==> src/rtl/soda_pkg.sv <==
// Shared definitions for the soda vending controller: state and credit-op
// encodings, default sizing constants and the flat price-table slice helper.
package soda_pkg;

    localparam int DEF_W       = 8;
    localparam int DEF_NPROD   = 4;
    localparam int DEF_UNIT    = 5;
    localparam int DEF_TIMEOUT = 200;

    // Widest price and widest flat price table the slice helper handles.
    localparam int PRICE_MAXW = 32;
    localparam int TBL_MAXW   = 512;

    typedef enum logic [2:0] {
        ST_IDLE     = 3'd0,
        ST_COLLECT  = 3'd1,
        ST_DISPENSE = 3'd2,
        ST_CHANGE   = 3'd3,
        ST_REFUND   = 3'd4
    } state_t;

    typedef enum logic [2:0] {
        OP_HOLD      = 3'd0,
        OP_ADD       = 3'd1,
        OP_SUB_PRICE = 3'd2,
        OP_SUB_UNIT  = 3'd3,
        OP_CLEAR     = 3'd4
    } credit_op_t;

    // Extract the i_w-bit price of product i_idx from a zero-padded flat table.
    function automatic logic [PRICE_MAXW-1:0] price_slice(
        input logic [TBL_MAXW-1:0] i_tbl,
        input int unsigned         i_idx,
        input int unsigned         i_w
    );
        logic [PRICE_MAXW-1:0] r_res;
        r_res = '0;
        for (int unsigned b = 0; b < PRICE_MAXW; b++) begin
            if ((b < i_w) && ((i_idx * i_w + b) < TBL_MAXW)) begin
                r_res[b] = i_tbl[i_idx * i_w + b];
            end else begin
                r_res[b] = 1'b0;
            end
        end
        return r_res;
    endfunction

endpackage

==> src/rtl/soda_credit_dp.sv <==
// Credit datapath: registered running total with add / subtract-price /
// subtract-unit / clear operations and the compare flags the FSM steers on.
module soda_credit_dp
    import soda_pkg::*;
#(
    parameter int W    = DEF_W,
    parameter int UNIT = DEF_UNIT
) (
    input  logic         i_clk,
    input  logic         i_rst,
    input  credit_op_t   i_op,
    input  logic [W-1:0] i_coin_val,
    input  logic [W-1:0] i_price,
    output logic [W-1:0] o_total,
    output logic         o_ovf,
    output logic         o_ge_price,
    output logic         o_ge_unit
);

    localparam logic [W-1:0] UNIT_W = W'(UNIT);

    logic [W-1:0] r_total;
    logic [W:0]   w_sum;

    // Carry out of the W-bit add flags a coin that would overflow the total.
    assign w_sum      = {1'b0, r_total} + {1'b0, i_coin_val};
    assign o_ovf      = w_sum[W];
    assign o_ge_price = (r_total >= i_price);
    assign o_ge_unit  = (r_total >= UNIT_W);
    assign o_total    = r_total;

    // Total register; every subtract is gated by its compare so it never wraps.
    always_ff @(posedge i_clk) begin
        if (i_rst) begin
            r_total <= '0;
        end else begin
            case (i_op)
                OP_ADD: begin
                    if (!o_ovf) begin
                        r_total <= w_sum[W-1:0];
                    end
                end
                OP_SUB_PRICE: begin
                    if (o_ge_price) begin
                        r_total <= r_total - i_price;
                    end
                end
                OP_SUB_UNIT: begin
                    if (o_ge_unit) begin
                        r_total <= r_total - UNIT_W;
                    end
                end
                OP_CLEAR: r_total <= '0;
                default:  r_total <= r_total;
            endcase
        end
    end

endmodule

==> src/rtl/soda_vend_controller.sv <==
// Multi-product vending sequencer: collects coins, dispenses the selected
// product through a req/ack handshake and pays change or refunds in UNIT coins.
module soda_vend_controller
    import soda_pkg::*;
#(
    parameter  int W       = DEF_W,
    parameter  int NPROD   = DEF_NPROD,
    parameter  int UNIT    = DEF_UNIT,
    parameter  int TIMEOUT = DEF_TIMEOUT,
    localparam int SW      = (NPROD > 1) ? $clog2(NPROD) : 1
) (
    input  logic             i_clk,
    input  logic             i_rst,
    input  logic             i_coin_v,
    input  logic [W-1:0]     i_coin_val,
    input  logic             i_sel_v,
    input  logic [SW-1:0]    i_sel_id,
    input  logic [NPROD*W-1:0] i_price_tbl,
    input  logic             i_cancel,
    input  logic             i_disp_ack,
    output logic             o_disp_req,
    output logic [SW-1:0]    o_disp_id,
    output logic             o_chg_pulse,
    output logic             o_coin_rej,
    output logic             o_busy,
    output logic [W-1:0]     o_total
);

    localparam int TW = (TIMEOUT > 0) ? $clog2(TIMEOUT + 1) : 1;

    state_t        r_state;
    logic          r_disp_req;
    logic [SW-1:0] r_disp_id;
    logic          r_chg_pulse;
    logic          r_chg_phase;
    logic          r_coin_rej;
    logic          r_busy;
    logic [TW-1:0] r_timer;

    state_t        w_state_nxt;
    credit_op_t    w_op;
    logic          w_rej_nxt;
    logic          w_chg_nxt;
    logic          w_phase_nxt;
    logic          w_req_nxt;
    logic          w_busy_nxt;
    logic [SW-1:0] w_id_nxt;
    logic [TW-1:0] w_timer_nxt;

    logic [TBL_MAXW-1:0] w_tbl_pad;
    logic [W-1:0]        w_price;
    logic                w_sel_ok;
    logic                w_buy_ok;
    logic                w_ovf;
    logic                w_ge_price;
    logic                w_ge_unit;
    logic [W-1:0]        w_total;

    assign w_tbl_pad = TBL_MAXW'(i_price_tbl);
    assign w_price   = W'(price_slice(w_tbl_pad, 32'(i_sel_id), W));
    assign w_sel_ok  = (32'(i_sel_id) < 32'(NPROD));
    assign w_buy_ok  = i_sel_v && w_sel_ok && w_ge_price;

    soda_credit_dp #(
        .W    (W),
        .UNIT (UNIT)
    ) u_credit_dp (
        .i_clk      (i_clk),
        .i_rst      (i_rst),
        .i_op       (w_op),
        .i_coin_val (i_coin_val),
        .i_price    (w_price),
        .o_total    (w_total),
        .o_ovf      (w_ovf),
        .o_ge_price (w_ge_price),
        .o_ge_unit  (w_ge_unit)
    );

    // Next-state, datapath op and next output values; cancel > sel_v > coin_v.
    always_comb begin
        w_state_nxt = r_state;
        w_op        = OP_HOLD;
        w_rej_nxt   = 1'b0;
        w_chg_nxt   = 1'b0;
        w_phase_nxt = 1'b0;
        w_req_nxt   = 1'b0;
        w_id_nxt    = r_disp_id;
        w_timer_nxt = '0;
        case (r_state)
            ST_IDLE: begin
                if (w_buy_ok) begin
                    // Only a zero-priced product can pass the compare here.
                    w_state_nxt = ST_DISPENSE;
                    w_op        = OP_SUB_PRICE;
                    w_id_nxt    = i_sel_id;
                    w_rej_nxt   = i_coin_v;
                end else if (i_coin_v) begin
                    if (w_ovf) begin
                        w_rej_nxt = 1'b1;
                    end else begin
                        w_op        = OP_ADD;
                        w_state_nxt = ST_COLLECT;
                    end
                end else begin
                    w_state_nxt = ST_IDLE;
                end
            end
            ST_COLLECT: begin
                if (i_cancel || (r_timer == TW'(TIMEOUT))) begin
                    w_state_nxt = ST_REFUND;
                    w_rej_nxt   = i_coin_v;
                end else if (w_buy_ok) begin
                    w_state_nxt = ST_DISPENSE;
                    w_op        = OP_SUB_PRICE;
                    w_id_nxt    = i_sel_id;
                    w_rej_nxt   = i_coin_v;
                end else if (i_coin_v) begin
                    if (w_ovf) begin
                        w_rej_nxt   = 1'b1;
                        w_timer_nxt = r_timer;
                    end else begin
                        w_op        = OP_ADD;
                        w_timer_nxt = '0;
                    end
                end else begin
                    w_timer_nxt = r_timer + TW'(1);
                end
            end
            ST_DISPENSE: begin
                w_rej_nxt = i_coin_v;
                // An ack only counts once the request is actually on the wire.
                if (r_disp_req && i_disp_ack) begin
                    w_state_nxt = ST_CHANGE;
                    w_req_nxt   = 1'b0;
                end else begin
                    w_req_nxt   = 1'b1;
                end
            end
            ST_CHANGE, ST_REFUND: begin
                w_rej_nxt = i_coin_v;
                if (r_chg_phase) begin
                    w_phase_nxt = 1'b0;
                    w_chg_nxt   = 1'b0;
                end else if (w_ge_unit) begin
                    w_phase_nxt = 1'b1;
                    w_chg_nxt   = 1'b1;
                    w_op        = OP_SUB_UNIT;
                end else begin
                    // Residual below one coin is forfeited.
                    w_op        = OP_CLEAR;
                    w_state_nxt = ST_IDLE;
                end
            end
            default: begin
                w_op        = OP_CLEAR;
                w_state_nxt = ST_IDLE;
            end
        endcase
    end

    assign w_busy_nxt = (w_state_nxt == ST_DISPENSE) ||
                        (w_state_nxt == ST_CHANGE)   ||
                        (w_state_nxt == ST_REFUND);

    // FSM state, timer, change phase and registered outputs.
    always_ff @(posedge i_clk) begin
        if (i_rst) begin
            r_state     <= ST_IDLE;
            r_disp_req  <= 1'b0;
            r_disp_id   <= '0;
            r_chg_pulse <= 1'b0;
            r_chg_phase <= 1'b0;
            r_coin_rej  <= 1'b0;
            r_busy      <= 1'b0;
            r_timer     <= '0;
        end else begin
            r_state     <= w_state_nxt;
            r_disp_req  <= w_req_nxt;
            r_disp_id   <= w_id_nxt;
            r_chg_pulse <= w_chg_nxt;
            r_chg_phase <= w_phase_nxt;
            r_coin_rej  <= w_rej_nxt;
            r_busy      <= w_busy_nxt;
            r_timer     <= w_timer_nxt;
        end
    end

    assign o_disp_req  = r_disp_req;
    assign o_disp_id   = r_disp_id;
    assign o_chg_pulse = r_chg_pulse;
    assign o_coin_rej  = r_coin_rej;
    assign o_busy      = r_busy;
    assign o_total     = w_total;

endmodule

==> config.mk <==
export PLATFORM = sky130hd
export DESIGN_NAME = soda_vend_controller
export DESIGN_NICKNAME = d
export VERILOG_FILES = /design/src/rtl/soda_pkg.sv /design/src/rtl/soda_credit_dp.sv /design/src/rtl/soda_vend_controller.sv
export SDC_FILE = /design/constraint.sdc
export NUM_CORES = 1
export LEC_CHECK = 0
export ABC_CLOCK_PERIOD_IN_PS = 2660
export BUFFER_PORTS_ARGS = -buffer_cell sky130_fd_sc_hd__buf_2
export CORE_UTILIZATION = 45
export CTS_CLUSTER_SIZE = 28
export DETAILED_ROUTE_END_ITERATION = 7
export PLACE_DENSITY = 0.73
export SYNTH_ARGS = -nofsm -noshare
export SYNTH_HDL_FRONTEND = slang
export SYNTH_SLANG_ARGS = --single-unit
==> constraint.sdc <==
create_clock -name i_clk -period 2.66 [get_ports i_clk]
set_input_delay 0.133 -clock i_clk [delete_from_list [all_inputs] [get_ports i_clk]]
set_output_delay 0.133 -clock i_clk [all_outputs]
set_load 0.03 [all_outputs]
# ---- Word-level counts from Yosys, hierarchy flattened
# Index checks and enable logic that the tools add are counted.
dict set report totals {
  regBits 25
  wordCells 128
}
dict set report classes {
  mux 56
  reduce_logical 15
  bitwise 3
  magnitude_cmp 18
  addsub 11
  eq_ne 17
}
# cell count
set op_table {}
lappend op_table {{$lt 32x10->1 const B} 7}
lappend op_table {{$lt 6x10->1 const B} 7}
lappend op_table {{$bmux 1 s9} 7}
lappend op_table {{$mux 8} 5}
lappend op_table {{$mux 3} 12}
lappend op_table {{$pmux 8 s4} 1}
lappend op_table {{$add 5x3->6 const B} 4}
lappend op_table {{$mux 1} 24}
lappend op_table {{$pmux 3 s4} 2}
lappend op_table {{$lt 5x10->1 const B} 2}
lappend op_table {{$eq 3x2->1 const B} 6}
lappend op_table {{$add 5x2->6 const B} 2}
lappend op_table {{$add 8x8->9} 1}
lappend op_table {{$eq 3x3->1 const B} 3}
lappend op_table {{$add 8x1->8 const B} 1}
lappend op_table {{$eq 8x8->1 const B} 1}
lappend op_table {{$ge 8x3->1 const B} 1}
lappend op_table {{$ge 8x8->1} 1}
lappend op_table {{$ne 2x2->1 const B} 4}
lappend op_table {{$sub 8x3->8 const B} 1}
lappend op_table {{$sub 8x8->8} 1}
lappend op_table {{$add 5x1->6 const B} 1}
lappend op_table {{$eq 3x1->1 const B} 2}
lappend op_table {{$reduce_or 3->1} 2}
lappend op_table {{15 further kinds} 22}

# ---- Depth between registers and ports, before layout
# Gate-level depths: netlist of the first run.
dict set report logic_depth {
  ltp_word 12
  ltp_mapped 12
}

# ---- Cells and area by module
# From an unflattened synthesis of the first run, not the netlist that was laid out.
dict set report hier_totals {
  hier_cells 304
  area_unflattened_um2 2573.7
}
# module seq_area_each_um2 area_per_inst_um2 cells_per_inst n_inst
set modules_own_cells {}
lappend modules_own_cells {soda_credit_dp 160.2 1461.4 189 1}
lappend modules_own_cells {soda_vend_controller 340.3 1112.3 115 1}

# ---- Worst setup path after synthesis of the first run
# No wires, ideal clock.
dict set report synth_path {
  path_type {input -> register}
  start {in i_sel_id[0]}
  end {reg u_credit_dp.r_total[2] (netlist: u_credit_dp.o_total[2])}
  t_required_ns 2.544
  t_arrival_ns 2.722
  cell_stages 10
  slack_ns -0.178
  path_cell_list {clkbuf_1 mux4_2 inv_1 ha_1 a211oi_2 o21bai_2 a21oi_2 nor3_2 o311a_1 a31o_1}
}
dict set report synth_via {
  elab_chain_len 12
  elab_cells_between_ends 56
  classes_between {add/sub (8); order compare (9); eq/ne (7); mux (29); reduce/logical (3)}
}
# element line_no
set synth_lines {}
lappend synth_lines {{start, declared} soda_vend_controller.sv:17} ;# input logic [SW-1:0] i_sel_id,
lappend synth_lines {{$add 5x1->6 (tied with other cells)} {soda_pkg.sv:39, soda_pkg.sv:40}}
lappend synth_lines {{$bmux 1 s9} soda_pkg.sv:40} ;# r_res[b] = i_tbl[i_idx * i_w + b];
lappend synth_lines {{$mux 1 (not written as such)} soda_pkg.sv:40}
lappend synth_lines {{$mux 1} soda_pkg.sv:39} ;# if ((b < i_w) && ((i_idx * i_w + b) < TBL_MAXW)) begin
lappend synth_lines {{$ge 8x8->1} soda_credit_dp.sv:28} ;# assign o_ge_price = (r_total >= i_price);
lappend synth_lines {{$logic_and 1x1->1} soda_vend_controller.sv:62} ;# assign w_buy_ok = i_sel_v && w_sel_ok && w_ge_price;
lappend synth_lines {{$mux 3} soda_vend_controller.sv:112} ;# end else if (w_buy_ok) begin
lappend synth_lines {{$mux 3} soda_vend_controller.sv:109} ;# if (i_cancel || (r_timer == TW'(TIMEOUT))) begin
lappend synth_lines {{$pmux 3 s4} soda_vend_controller.sv:89} ;# case (r_state)
lappend synth_lines {{$eq 3x2->1 (tied with other cells)} soda_credit_dp.sv:37} ;# case (i_op)
lappend synth_lines {{$ne 2x1->1 (no line) (tied with other cells)} n/a}
lappend synth_lines {{$reduce_and 4->1 (no line)} n/a}
lappend synth_lines {{end signal, assigned} soda_credit_dp.sv:40} ;# r_total <= w_sum[W-1:0];
lappend synth_lines {{end signal, assigned} soda_credit_dp.sv:45} ;# r_total <= r_total - i_price;
lappend synth_lines {{end signal, assigned} soda_credit_dp.sv:50} ;# r_total <= r_total - UNIT_W;
lappend synth_lines {{end, declared} soda_credit_dp.sv:22} ;# logic [W-1:0] r_total;
# Several ways; a longest one is shown, not always the timed one. The select of a mux whose other input is x is not followed.
# A chain may end at the register's enable or synchronous reset.

# ---- Worst setup path in the final report of the first run
dict set report layout_path {
  start {reg u_credit_dp.r_total[0] (netlist: u_credit_dp.o_total[0])}
  end {reg u_credit_dp.r_total[2] (netlist: u_credit_dp.o_total[2])}
}
dict set report layout_via {
  elab_chain_len 9
  elab_cells_between_ends 26
  classes_between {add/sub (3); order compare (2); eq/ne (7); mux (11); reduce/logical (3)}
}
# element line_no
set layout_lines {}
lappend layout_lines {{$add 8x8->9} soda_credit_dp.sv:26} ;# assign w_sum = {1'b0, r_total} + {1'b0, i_coin_val};
lappend layout_lines {{$mux 1} {soda_vend_controller.sv:98, soda_vend_controller.sv:118}}
lappend layout_lines {{$mux 1} soda_vend_controller.sv:97} ;# end else if (i_coin_v) begin
lappend layout_lines {{$mux 3} soda_vend_controller.sv:112}
lappend layout_lines {{$mux 3} soda_vend_controller.sv:109}
lappend layout_lines {{$pmux 3 s4} soda_vend_controller.sv:89}
lappend layout_lines {{$eq 3x2->1 (tied with other cells)} soda_credit_dp.sv:37}
lappend layout_lines {{$ne 2x1->1 (no line) (tied with other cells)} n/a}
lappend layout_lines {{$reduce_and 4->1 (no line)} n/a}
# Several ways; a longest one is shown, not always the timed one. The select of a mux whose other input is x is not followed.

==> reports/results.ini, run 1 <==
[hold_path]
holdPathStages = 4
holdPathEnd = o_disp_req$_SDFF_PP0_
hold_class = input pin to register
hold_start = i_disp_ack

[grt]
grt.overflow.total = 0
grt_pass1_vias = 2149
grt_use_total_pct = 22.91
grt_max_degree = 17
grt_pass1_wl_um = 9894
antenna_found_initial = 0

[setup_path]
path_max_fanout = 15
cp-end-kind = register
r2r_slack_ns = 0.15
timing.rr.start = u_credit_dp.o_total[0]$_SDFFE_PP0P_
crit_path_start_kind = register
critical_path_class = register to register
cp.required_ns = 2.84
r2r-end = u_credit_dp.o_total[2]$_SDFFE_PP0P_
reg2reg_depth = 8
cp.arrival_ns = 2.69

[clock_tree]
clock-sinks = 25
post_cts_buffers = 0
clk_pin_slew_ns = 0.10
ctsResizeCount = 0
cts_buffers = 3
tritoncts = built
cts_buffer_depth = 2
clock_latency_ns = 0.28
cts_root_buf = clkbuf_8
htreeDepth = 1
postCtsHoldBufs = 0

[die]
rows = 26
die_w_um = 74.47
initial_utilization_pct = 46.57
core_area_um2 = 5075
die_area_um2 = 5546
die_h_um = 74.47
ios = 62

[status]
status = completed

[yosys]
yosysWarningCount = 0
synth_top_cell_by_area = dfxtp_1
syn-num-nets = 350
synth_area_um2 = 2364
yosys-top-cells-area = dfxtp_1 (21%), ha_1 (11%), mux4_2 (7.6%), o21ai_0 (3.8%), nor2_1 (3.8%)
synth_top_cell_area_share_pct = 21.18
postSynthAreaPerCell_um2 = 8.441
async_flop_share_pct = 0
syn_inst = 280
ys_seq_area_share_pct = 21.18
ys_ff_latch = 25
synth_ff_type = dfxtp_1
ys_types = 67
synth_edf_count = 0

[flow_run]
max_cap_viol_count = 0

[sta]
max-slew-margin-rel_pct = 71.56
fin_crit_sh_pct = 94.40
finClkSkew_ns = 0.002980
worst_slew_pin_slew_ns = 0.4261
finalHoldViolCount = 0
worst_slack_ns = 0.1491
fin_tns_setup_ns = 0
min_period_ns = 2.511
rsz0062_at_grt = false
max_freq_mhz = 398.3
drv_slew = 0
setup_viol = 0

[power_and_ir_drop]
power_leakage_nw = 1.248
ir_worst_vdd_mv = 0.3332
pwr_density_cell_nw_per_um2 = 885.0

[detailed_routing]
vias = 2380
drc_errors = 0
postRouteWirelength_um = 5976
vias_per_cell = 5.667
ant_nets = 0
drt-initial-drc-count = 157
drtPass1Iterations = 4
wire_per_inst_um = 14.23

[place]
gp_congestion = 0.9387
hpwlAfterDp_um = 4816
pre_cts_slack_ns = -0.07067
numPortBuffers = 61

[final_layout]
syn_to_final_growth_pct = 20.96
final_cell_mix = buf_2 (61), dfxtp_1 (25), nor2_1 (24)
drive_above_1_share_pct = 29.71
antennaDiodeCount = 0
final_common_cell = buf_2
nets = 421
fin_util_pct = 56.34

[state kept, by name (all words and copies together) (netlist names)]
signal and count:
r_timer 8, u_credit_dp.o_total 8, r_state 3, o_disp_id 2, o_busy 1, o_coin_rej 1
o_disp_req 1, r_chg_phase 1
[per-layer routing]
metal | GRT usage, % | vias up | part of all wire, %
met3 | 1.220 | 6 | 4.9
met2 | 38.24 | 79 | 47
met4 | 4.822 | 0 | 0.84
met5 | 0 | - | 0
li1 | - | 1198 | -
met1 | 32.70 | 1097 | 47
[synthesized netlist by cell type (7+ instances only)]
master    n
o21ai_1   8
mux4_2    8
nand2_1  15
xnor2_1   7
o21ai_0  18
dfxtp_1  25
nor2_1   24
o21a_1    8
nand3_1  11
ha_1     20
xor2_1    7
inv_1    18
a21oi_1  16
[per-stage QoR]
step / instances / total power, mW / hold slack [ns] / area (um2)
after floorplan: 280 / 1.830 / 0.3083 / 2365
after global placement: 416 / 2.255 / 0.4096 / 2809
after detailed placement: 416 / 2.263 / 0.4167 / 2809
after CTS: 420 / 2.523 / 0.1083 / 2859
after global routing: 420 / 2.763 / 0.1374 / 2859
final: 420 / 2.530 / 0.1106 / 2859
[kinds of logic after synthesis]
group | synth area share (%)
and+or+nand+nor | 19.22
adders and majority gates | 12.28
xor gates and xnor gates | 5.188
muxes | 8.470
DFF | 21.18
AOI/OAI and AO/OA | 28.59
buffers and inverters | 5.081
[critical path, cell delays in order (launching register included)]
cell	delay, ns
dfxtp_1	0.39
ha_1	0.24
fa_1	0.43
a211oi_1	0.26
o21ai_1	0.19
o21ai_1	0.35
o31a_4	0.29
nand2_1	0.07
a31o_1	0.21
[worst max path at each step]
stage	end	from	cells after the start
3_3_place_gp	u_credit_dp.o_total[2]$_SDFFE_PP0P_	i_sel_id[0]	10
2_1_floorplan	u_credit_dp.o_total[2]$_SDFFE_PP0P_	i_sel_id[0]	10
5_1_grt	u_credit_dp.o_total[2]$_SDFFE_PP0P_	u_credit_dp.o_total[0]$_SDFFE_PP0P_	8
6_report	u_credit_dp.o_total[2]$_SDFFE_PP0P_	u_credit_dp.o_total[0]$_SDFFE_PP0P_	8
4_1_cts	u_credit_dp.o_total[2]$_SDFFE_PP0P_	u_credit_dp.o_total[0]$_SDFFE_PP0P_	8
3_5_place_dp	u_credit_dp.o_total[2]$_SDFFE_PP0P_	i_sel_id[0]	10
[power by group]
group / switching [mW] / internal, mW / leakage (nW) / total, mW
Combinational: 0.982 / 0.719 / 1.02 / 1.70
Sequential: 0.127 / 0.453 / 0.204 / 0.580
Clock: 0.139 / 0.110 / 0.0261 / 0.249
Total: 1.25 / 1.28 / 1.25 / 2.53
[layout make-up]
cell class / count / area, um2
inverters: 20 / 75.07
clock buffers: 3 / 41.29
well taps: 70 / 87.58
repair buffers: 74 / 402.9
multi-input cells: 227 / 1743
flip-flops and latches: 25 / 500.5
fillers: 504 / 2216
clock inverters: 1 / 8.758
No activity file was read; power rests on OpenSTA's default activity.
==> run 2: changes to the inputs <==
Settings changed: ABC_CLOCK_PERIOD_IN_PS 2660 to 3250, CORE_UTILIZATION 45 to 55, PLACE_DENSITY 0.73 to 0.84.
Clock period 2.66 ns to 3.25 ns, I/O delays scaled along.
==> run 2 against run 1 <==
Global-route usage grew 3.9 points. Clock skew grew 0.0021 ns. Sequential power shrank 13%. Combinational power shrank 24%. Final cell count shrank 7.9%. Routed wire length shrank 4.7%. Hold slack gained 0.029 ns. First-iteration DRC count shrank 0.64%. Critical path depth grew 2. Sequential share of layout area grew 0.78 points. Critical path type is now input pin to register. Total power shrank 21%.
==> reports/results.ini, run 2 (same netlist as run 1, synthesis figures left out) <==
[die]
die_w_um = 67.56  ; was 74.47 um
rows = 23  ; was 26
initial_utilization_pct = 58.25  ; was 46.57%
die_h_um = 67.56  ; was 74.47 um
ios = 62  ; unchanged
core_area_um2 = 4058  ; was 5075 um2
die_area_um2 = 4564  ; was 5546 um2

[final_layout]
final_cell_mix = buf_2 (61), dfxtp_1 (25), nor2_1 (24)  ; unchanged
syn_to_final_growth_pct = 15.78  ; was 20.96%
seq_area_um2 = 500.5  ; unchanged
drive_above_1_share_pct = 27.00  ; was 29.71%
fin_cells = 387  ; was 420
antennaDiodeCount = 0  ; unchanged
final_common_cell = buf_2  ; unchanged
fin_area_um2 = 2736  ; was 2859 um2
n_fill_cell = 340  ; was 504
multiInputGateArea_um2 = 1743  ; unchanged
nets = 408  ; was 421

[sta]
worst_slew_pin_slew_ns = 0.4721  ; was 0.4261 ns
finalHoldViolCount = 0  ; unchanged
rsz0062_at_grt = false  ; unchanged
max_freq_mhz = 393.3
drv_slew = 0  ; unchanged
max-slew-margin-rel_pct = 68.53  ; was 71.56%
fin_crit_sh_pct = 78.24
fin_tns_setup_ns = 0  ; unchanged
min_period_ns = 2.543
setup_viol = 0  ; unchanged
finClkSkew_ns = 0.005115  ; was 0.002980 ns

[detailed_routing]
drtPass1Iterations = 5  ; was 4
ant_nets = 0  ; unchanged
drt-initial-drc-count = 156  ; was 157
vias_per_cell = 6.137  ; was 5.667
wire_per_inst_um = 14.71  ; was 14.23 um
vias = 2375  ; was 2,380
drc_errors = 0  ; unchanged
postRouteWirelength_um = 5693  ; was 5976 um

[place]
placed_area_um2 = 2686  ; was 2809 um2
numPortBuffers = 61  ; unchanged
hpwlAfterDp_um = 4542  ; was 4816 um
dp.cells = 383  ; was 416
gp_congestion = 0.9008  ; was 0.9387

[clock_tree]
cts_root_buf = clkbuf_8  ; unchanged
cts_buffer_depth = 2  ; unchanged
ctsResizeCount = 0  ; unchanged
tritoncts = built  ; unchanged
cts_buffers = 3  ; unchanged
clk_pin_slew_ns = 0.10  ; about the same
clock_latency_ns = 0.28  ; about the same
postCtsHoldBufs = 0  ; unchanged
post_cts_buffers = 0  ; unchanged
clock-sinks = 25  ; unchanged
htreeDepth = 1  ; unchanged

[status]
status = completed  ; unchanged

[power_and_ir_drop]
clkPwrFrac_pct = 10.2  ; was 9.9%
power_leakage_nw = 1.183  ; was 1.248 nW
ir_worst_vdd_mv = 0.3237  ; was 0.3332 mV
p_int_uw = 995.4  ; was 1.282 mW
power_frac_comb_pct = 64.6  ; was 67.2%
pwr-share-seq_pct = 25.2  ; was 22.9%
p_sw_share_pct = 50.31  ; was 49.32%
pwr_density_cell_nw_per_um2 = 732.1  ; was 885.0 nW/um2
switching_power_mw = 1.008  ; was 1.248 mW

[setup_path]
cp_slowest_cell = mux4_2  ; was fa_1
max_stage_delay_ns = 0.54  ; was 0.43 ns
critical_path_class = input pin to register  ; was register to register
path_delay_family = compound AO/OA/AOI/OAI gates  ; unchanged
cp-end-kind = register  ; unchanged
crit_path_start_kind = input pin  ; was register
path_max_fanout = 9  ; was 15
cp_num_buf_inv = 2  ; was 0
worstPathCellList = buf_2, mux4_2, inv_1, ha_1, a211oi_2, o21bai_2, a21oi_2, nor3_2, o311a_1, a31o_1  ; was ha_1, fa_1, a211oi_1, o21ai_1, o21ai_1, o31a_4, nand2_1, a31o_1
cp.required_ns = 3.43  ; was 2.84 ns
cp.arrival_ns = 2.72  ; was 2.69 ns

[grt]
grt_pass1_wl_um = 9397  ; was 9894 um
antenna_found_initial = 0  ; unchanged
grt_max_degree = 17  ; unchanged
grt.overflow.total = 0  ; unchanged
grt_use_total_pct = 26.78  ; was 22.91%
grt_pass1_vias = 2165  ; was 2,149

[hold_path]
hold_class = input pin to register  ; unchanged

[flow_run]
max_cap_viol_count = 0  ; unchanged

## run 2: changes by cell type in the layout (fill, tap and decap cells not counted), sizes merged
cell	change
buf	-13
## run 2: worst register-to-register path: cells and delay by family, from the launching register on
family,cells,cell delay [ns]
and+or+nand+nor,2,0.23
AOI/OAI and AO/OA,4,1.05
adders and majority gates,2,0.60
DFF,1,0.38
buffers and inverters,2,0.20
## run 2: area by class of cell
| class | count | share of cell area, % |
|---|---|---|
| Tap cell | 50 | 2.286 |
| Multi-Input combinational cell | 227 | 63.69 |
| Inverter | 20 | 2.743 |
| Sequential cell | 25 | 18.29 |
| Clock buffer | 3 | 1.509 |
| Clock inverter | 1 | 0.3201 |
| Timing Repair Buffer | 61 | 11.16 |
## run 2: power by group through the flow
stage	Combinational (mW)	Clock (mW)	Sequential, mW
after detailed placement	1.26	0	0.509
after global placement	1.26	0	0.507
after CTS	1.28	0.206	0.502
final	1.29	0.205	0.505
after global routing	1.42	0.214	0.518
after floorplan	0.944	0	0.554
## run 2: metrics by stage
step | setup WS, ns | hold slack, ns | total power, mW | utilization, %
floorplan | 0.3827 | 0.3378 | 1.498 | -
global placement | 0.4456 | 0.4365 | 1.764 | 66.20
detailed placement | 0.4149 | 0.4433 | 1.772 | 66.20
CTS | 0.6926 | 0.1401 | 1.987 | 67.44
global route | 0.4335 | 0.1624 | 2.153 | 67.44
finish | 0.7071 | 0.1396 | 2.003 | 67.44
## run 2: routing by layer
| metal | wire [um] | global-route usage [%] |
|---|---|---|
| met1 | 2579 | 35.16 |
| met2 | 2637 | 44.06 |
| met4 | 111 | 9.574 |
| met3 | 365 | 4.054 |
| met5 | 0 | 0 |
## run 2: worst paths after layout
path | startpoint | to | slack, ns | cells after the start
worst max register to register | u_credit_dp.o_total[0]$_SDFFE_PP0P_ | u_credit_dp.o_total[2]$_SDFFE_PP0P_ | 0.71 | 10
worst min register to register | o_disp_id[0]$_SDFFE_PP0P_ | o_disp_id[0]$_SDFFE_PP0P_ | 0.50 | 2
worst min-delay path | i_disp_ack | o_disp_req$_SDFF_PP0_ | 0.14 | 4
worst max-delay path | i_sel_id[0] | u_credit_dp.o_total[2]$_SDFFE_PP0P_ | 0.71 | 10
==> run 3: changes to the inputs <==
Settings changed: ABC_CLOCK_PERIOD_IN_PS 3250 to 2510, CORE_UTILIZATION 55 to 54, PLACE_DENSITY 0.84 to 0.82.
Clock period 3.25 ns to 2.51 ns, I/O delays scaled along.
==> run 3 against run 2 <==
Register-to-register slack got worse by 0.58 ns. Critical endpoint unchanged. Sequential share of layout area fell by 1.2 points. Flip-flop and latch count did not move. Critical path depth fell by 2. Core utilization rose by 3.9 points.
==> reports/results.ini, run 3 (same netlist as run 1, synthesis figures left out) <==
[setup_path]
critical_path_class = register to register  ; was input pin to register
r2r-end = u_credit_dp.o_total[2]$_SDFFE_PP0P_  ; unchanged
r2r_slack_ns = 0.13  ; was 0.71 ns
timing.rr.start = u_credit_dp.o_total[0]$_SDFFE_PP0P_  ; unchanged
path_common_cell = o21ai_2
cp.arrival_ns = 2.56  ; was 2.72 ns
cp_slowest_cell = fa_1  ; was mux4_2
cp.required_ns = 2.69  ; was 3.43 ns
cp-end-kind = register  ; unchanged
cp_num_buf_inv = 0  ; was 2
crit_path_start_kind = register  ; was input pin
reg2reg_depth = 8  ; was 10
path_delay_family = compound AO/OA/AOI/OAI gates  ; unchanged
worstPathCellList = ha_1, fa_1, a211oi_1, o21ai_2, o21ai_2, o31a_4, nand2_1, a31o_1  ; was buf_2, mux4_2, inv_1, ha_1, a211oi_2, o21bai_2, a21oi_2, nor3_2, o311a_1, a31o_1
max_stage_delay_ns = 0.43  ; was 0.54 ns
path_max_fanout = 15  ; was 9

[sta]
finClkSkew_ns = 0.009816  ; was 0.005115 ns
fin_crit_sh_pct = 94.87
worst_slack_ns = 0.1289  ; was 0.7071 ns
worst_slew_pin_slew_ns = 0.4596  ; was 0.4721 ns
finalHoldViolCount = 0  ; unchanged
rsz0062_at_grt = false  ; unchanged
drv_slew = 0  ; unchanged
min_period_ns = 2.381
max_freq_mhz = 420.0
max-slew-margin-rel_pct = 69.36  ; was 68.53%
setup_viol = 0  ; unchanged

[die]
die_area_um2 = 4646  ; was 4564 um2
die_w_um = 68.16  ; was 67.56 um
ios = 62  ; unchanged
initial_utilization_pct = 57.43  ; was 58.25%
core_area_um2 = 4115  ; was 4058 um2
rows = 23  ; unchanged
die_h_um = 68.16  ; was 67.56 um

[hold_path]
hold_class = input pin to register  ; unchanged
hold_start = i_disp_ack  ; unchanged
holdPathStages = 4  ; unchanged
holdPathEnd = o_disp_req$_SDFF_PP0_  ; unchanged

[place]
numPortBuffers = 61  ; unchanged
pre_cts_slack_ns = -0.2077  ; was 0.4149 ns
gp_congestion = 0.9167  ; was 0.9008
hpwlAfterDp_um = 5004  ; was 4542 um

[clock_tree]
htreeDepth = 1  ; unchanged
clk_pin_slew_ns = 0.10  ; about the same
cts_root_buf = clkbuf_8  ; unchanged
tritoncts = built  ; unchanged
clock-sinks = 25  ; unchanged
cts_buffers = 3  ; unchanged
clock_latency_ns = 0.28  ; about the same
cts_buffer_depth = 2  ; unchanged
post_cts_buffers = 0  ; unchanged

[grt]
grt_use_total_pct = 28.09  ; was 26.78%
antenna_found_initial = 0  ; unchanged
grt_pass1_wl_um = 9929  ; was 9397 um
grt_max_degree = 16  ; was 17
grt.overflow.total = 0  ; unchanged
grt_pass1_vias = 2223  ; was 2,165

[power_and_ir_drop]
ir_worst_vdd_mv = 0.5121  ; was 0.3237 mV
p_total_mw = 2.811  ; was 2.003 mW
pwr_density_cell_nw_per_um2 = 958.0  ; was 732.1 nW/um2
power_leakage_nw = 1.297  ; was 1.183 nW

[final_layout]
final_cell_mix = buf_2 (60), nor2_1 (24), dfxtp_1 (24)  ; was buf_2 (61), dfxtp_1 (25), nor2_1 (24)
n_fill_cell = 345  ; was 340
fin_util_pct = 71.30  ; was 67.44%
antennaDiodeCount = 0  ; unchanged
syn_to_final_growth_pct = 24.14  ; was 15.78%
final_common_cell = buf_2  ; unchanged
drive_above_1_share_pct = 33.24  ; was 27.00%
nets = 429  ; was 408

[detailed_routing]
vias = 2531  ; was 2,375
wire_per_inst_um = 15.19  ; was 14.71 um
drtPass1Iterations = 5  ; unchanged
drc_errors = 0  ; unchanged
vias_per_cell = 6.203  ; was 6.137
postRouteWirelength_um = 6199  ; was 5693 um
drt-initial-drc-count = 180  ; was 156
ant_nets = 0  ; unchanged

[flow_run]
max_cap_viol_count = 0  ; unchanged

[status]
status = completed  ; unchanged

[run 3: report_power, final]
group,switching (mW),internal [mW],leakage (nW)
Combinational,1.10,0.834,1.07
Sequential,0.143,0.481,0.204
Clock,0.145,0.112,0.0255
[run 3: area by class of cell]
type,instances,area [um2],share of cell area [%]
clock inverters,1,5.005,0.1706
well taps,50,62.56,2.132
clock buffers,3,41.29,1.407
repair buffers,82,465.4,15.86
inverters,20,75.07,2.559
flip-flops and latches,25,501.7,17.10
multi-input cells,227,1783,60.77
[run 3: per-layer routing]
layer | track usage [%] | up-vias | part of all wire, %
met4 | 8.333 | 0 | 1.9
met3 | 4.500 | 18 | 6.3
li1 | - | 1210 | -
met1 | 36.98 | 1178 | 45
met2 | 46.81 | 125 | 46
met5 | 0 | - | 0
[run 3: worst max path at each step]
stage          slack, ns                                 from                             endpoint  cells past startpoint
2_1_floorplan      0.005                          i_sel_id[0]  u_credit_dp.o_total[2]$_SDFFE_PP0P_                     11
3_3_place_gp       -0.15                          i_sel_id[0]  u_credit_dp.o_total[2]$_SDFFE_PP0P_                     10
3_5_place_dp       -0.21                          i_sel_id[0]  u_credit_dp.o_total[2]$_SDFFE_PP0P_                     11
4_1_cts             0.05  u_credit_dp.o_total[0]$_SDFFE_PP0P_  u_credit_dp.o_total[2]$_SDFFE_PP0P_                      8
5_1_grt             0.03  u_credit_dp.o_total[0]$_SDFFE_PP0P_              r_timer[2]$_SDFFE_PP0P_                      8
6_report            0.13  u_credit_dp.o_total[0]$_SDFFE_PP0P_  u_credit_dp.o_total[2]$_SDFFE_PP0P_                      8
[run 3: what timing repair did]
item,in CTS,in global routing
endpoints found under the hold margin,0,0
setup endpoints to repair,0,5
gates resized for setup,0,5
hold buffers,0,0
[run 3: metrics by stage]
step                cell area, um2  hold slack [ns]  instances  setup TNS (ns)
detailed placement            2873           0.4041        404          -1.844
global placement              2873           0.4017        404          -1.011
floorplan                     2415           0.3008        280               0
global route                  2934           0.1251        408               0
finish                        2934           0.1099        408               0
CTS                           2919           0.1128        408               0
[run 3: worst register-to-register path, delay by kind of cell (launching register included)]
family | cells | cell delay, ns
simple gates | 1 | 0.09
flops | 1 | 0.34
compound gates | 5 | 1.21
fa+ha+maj | 2 | 0.64
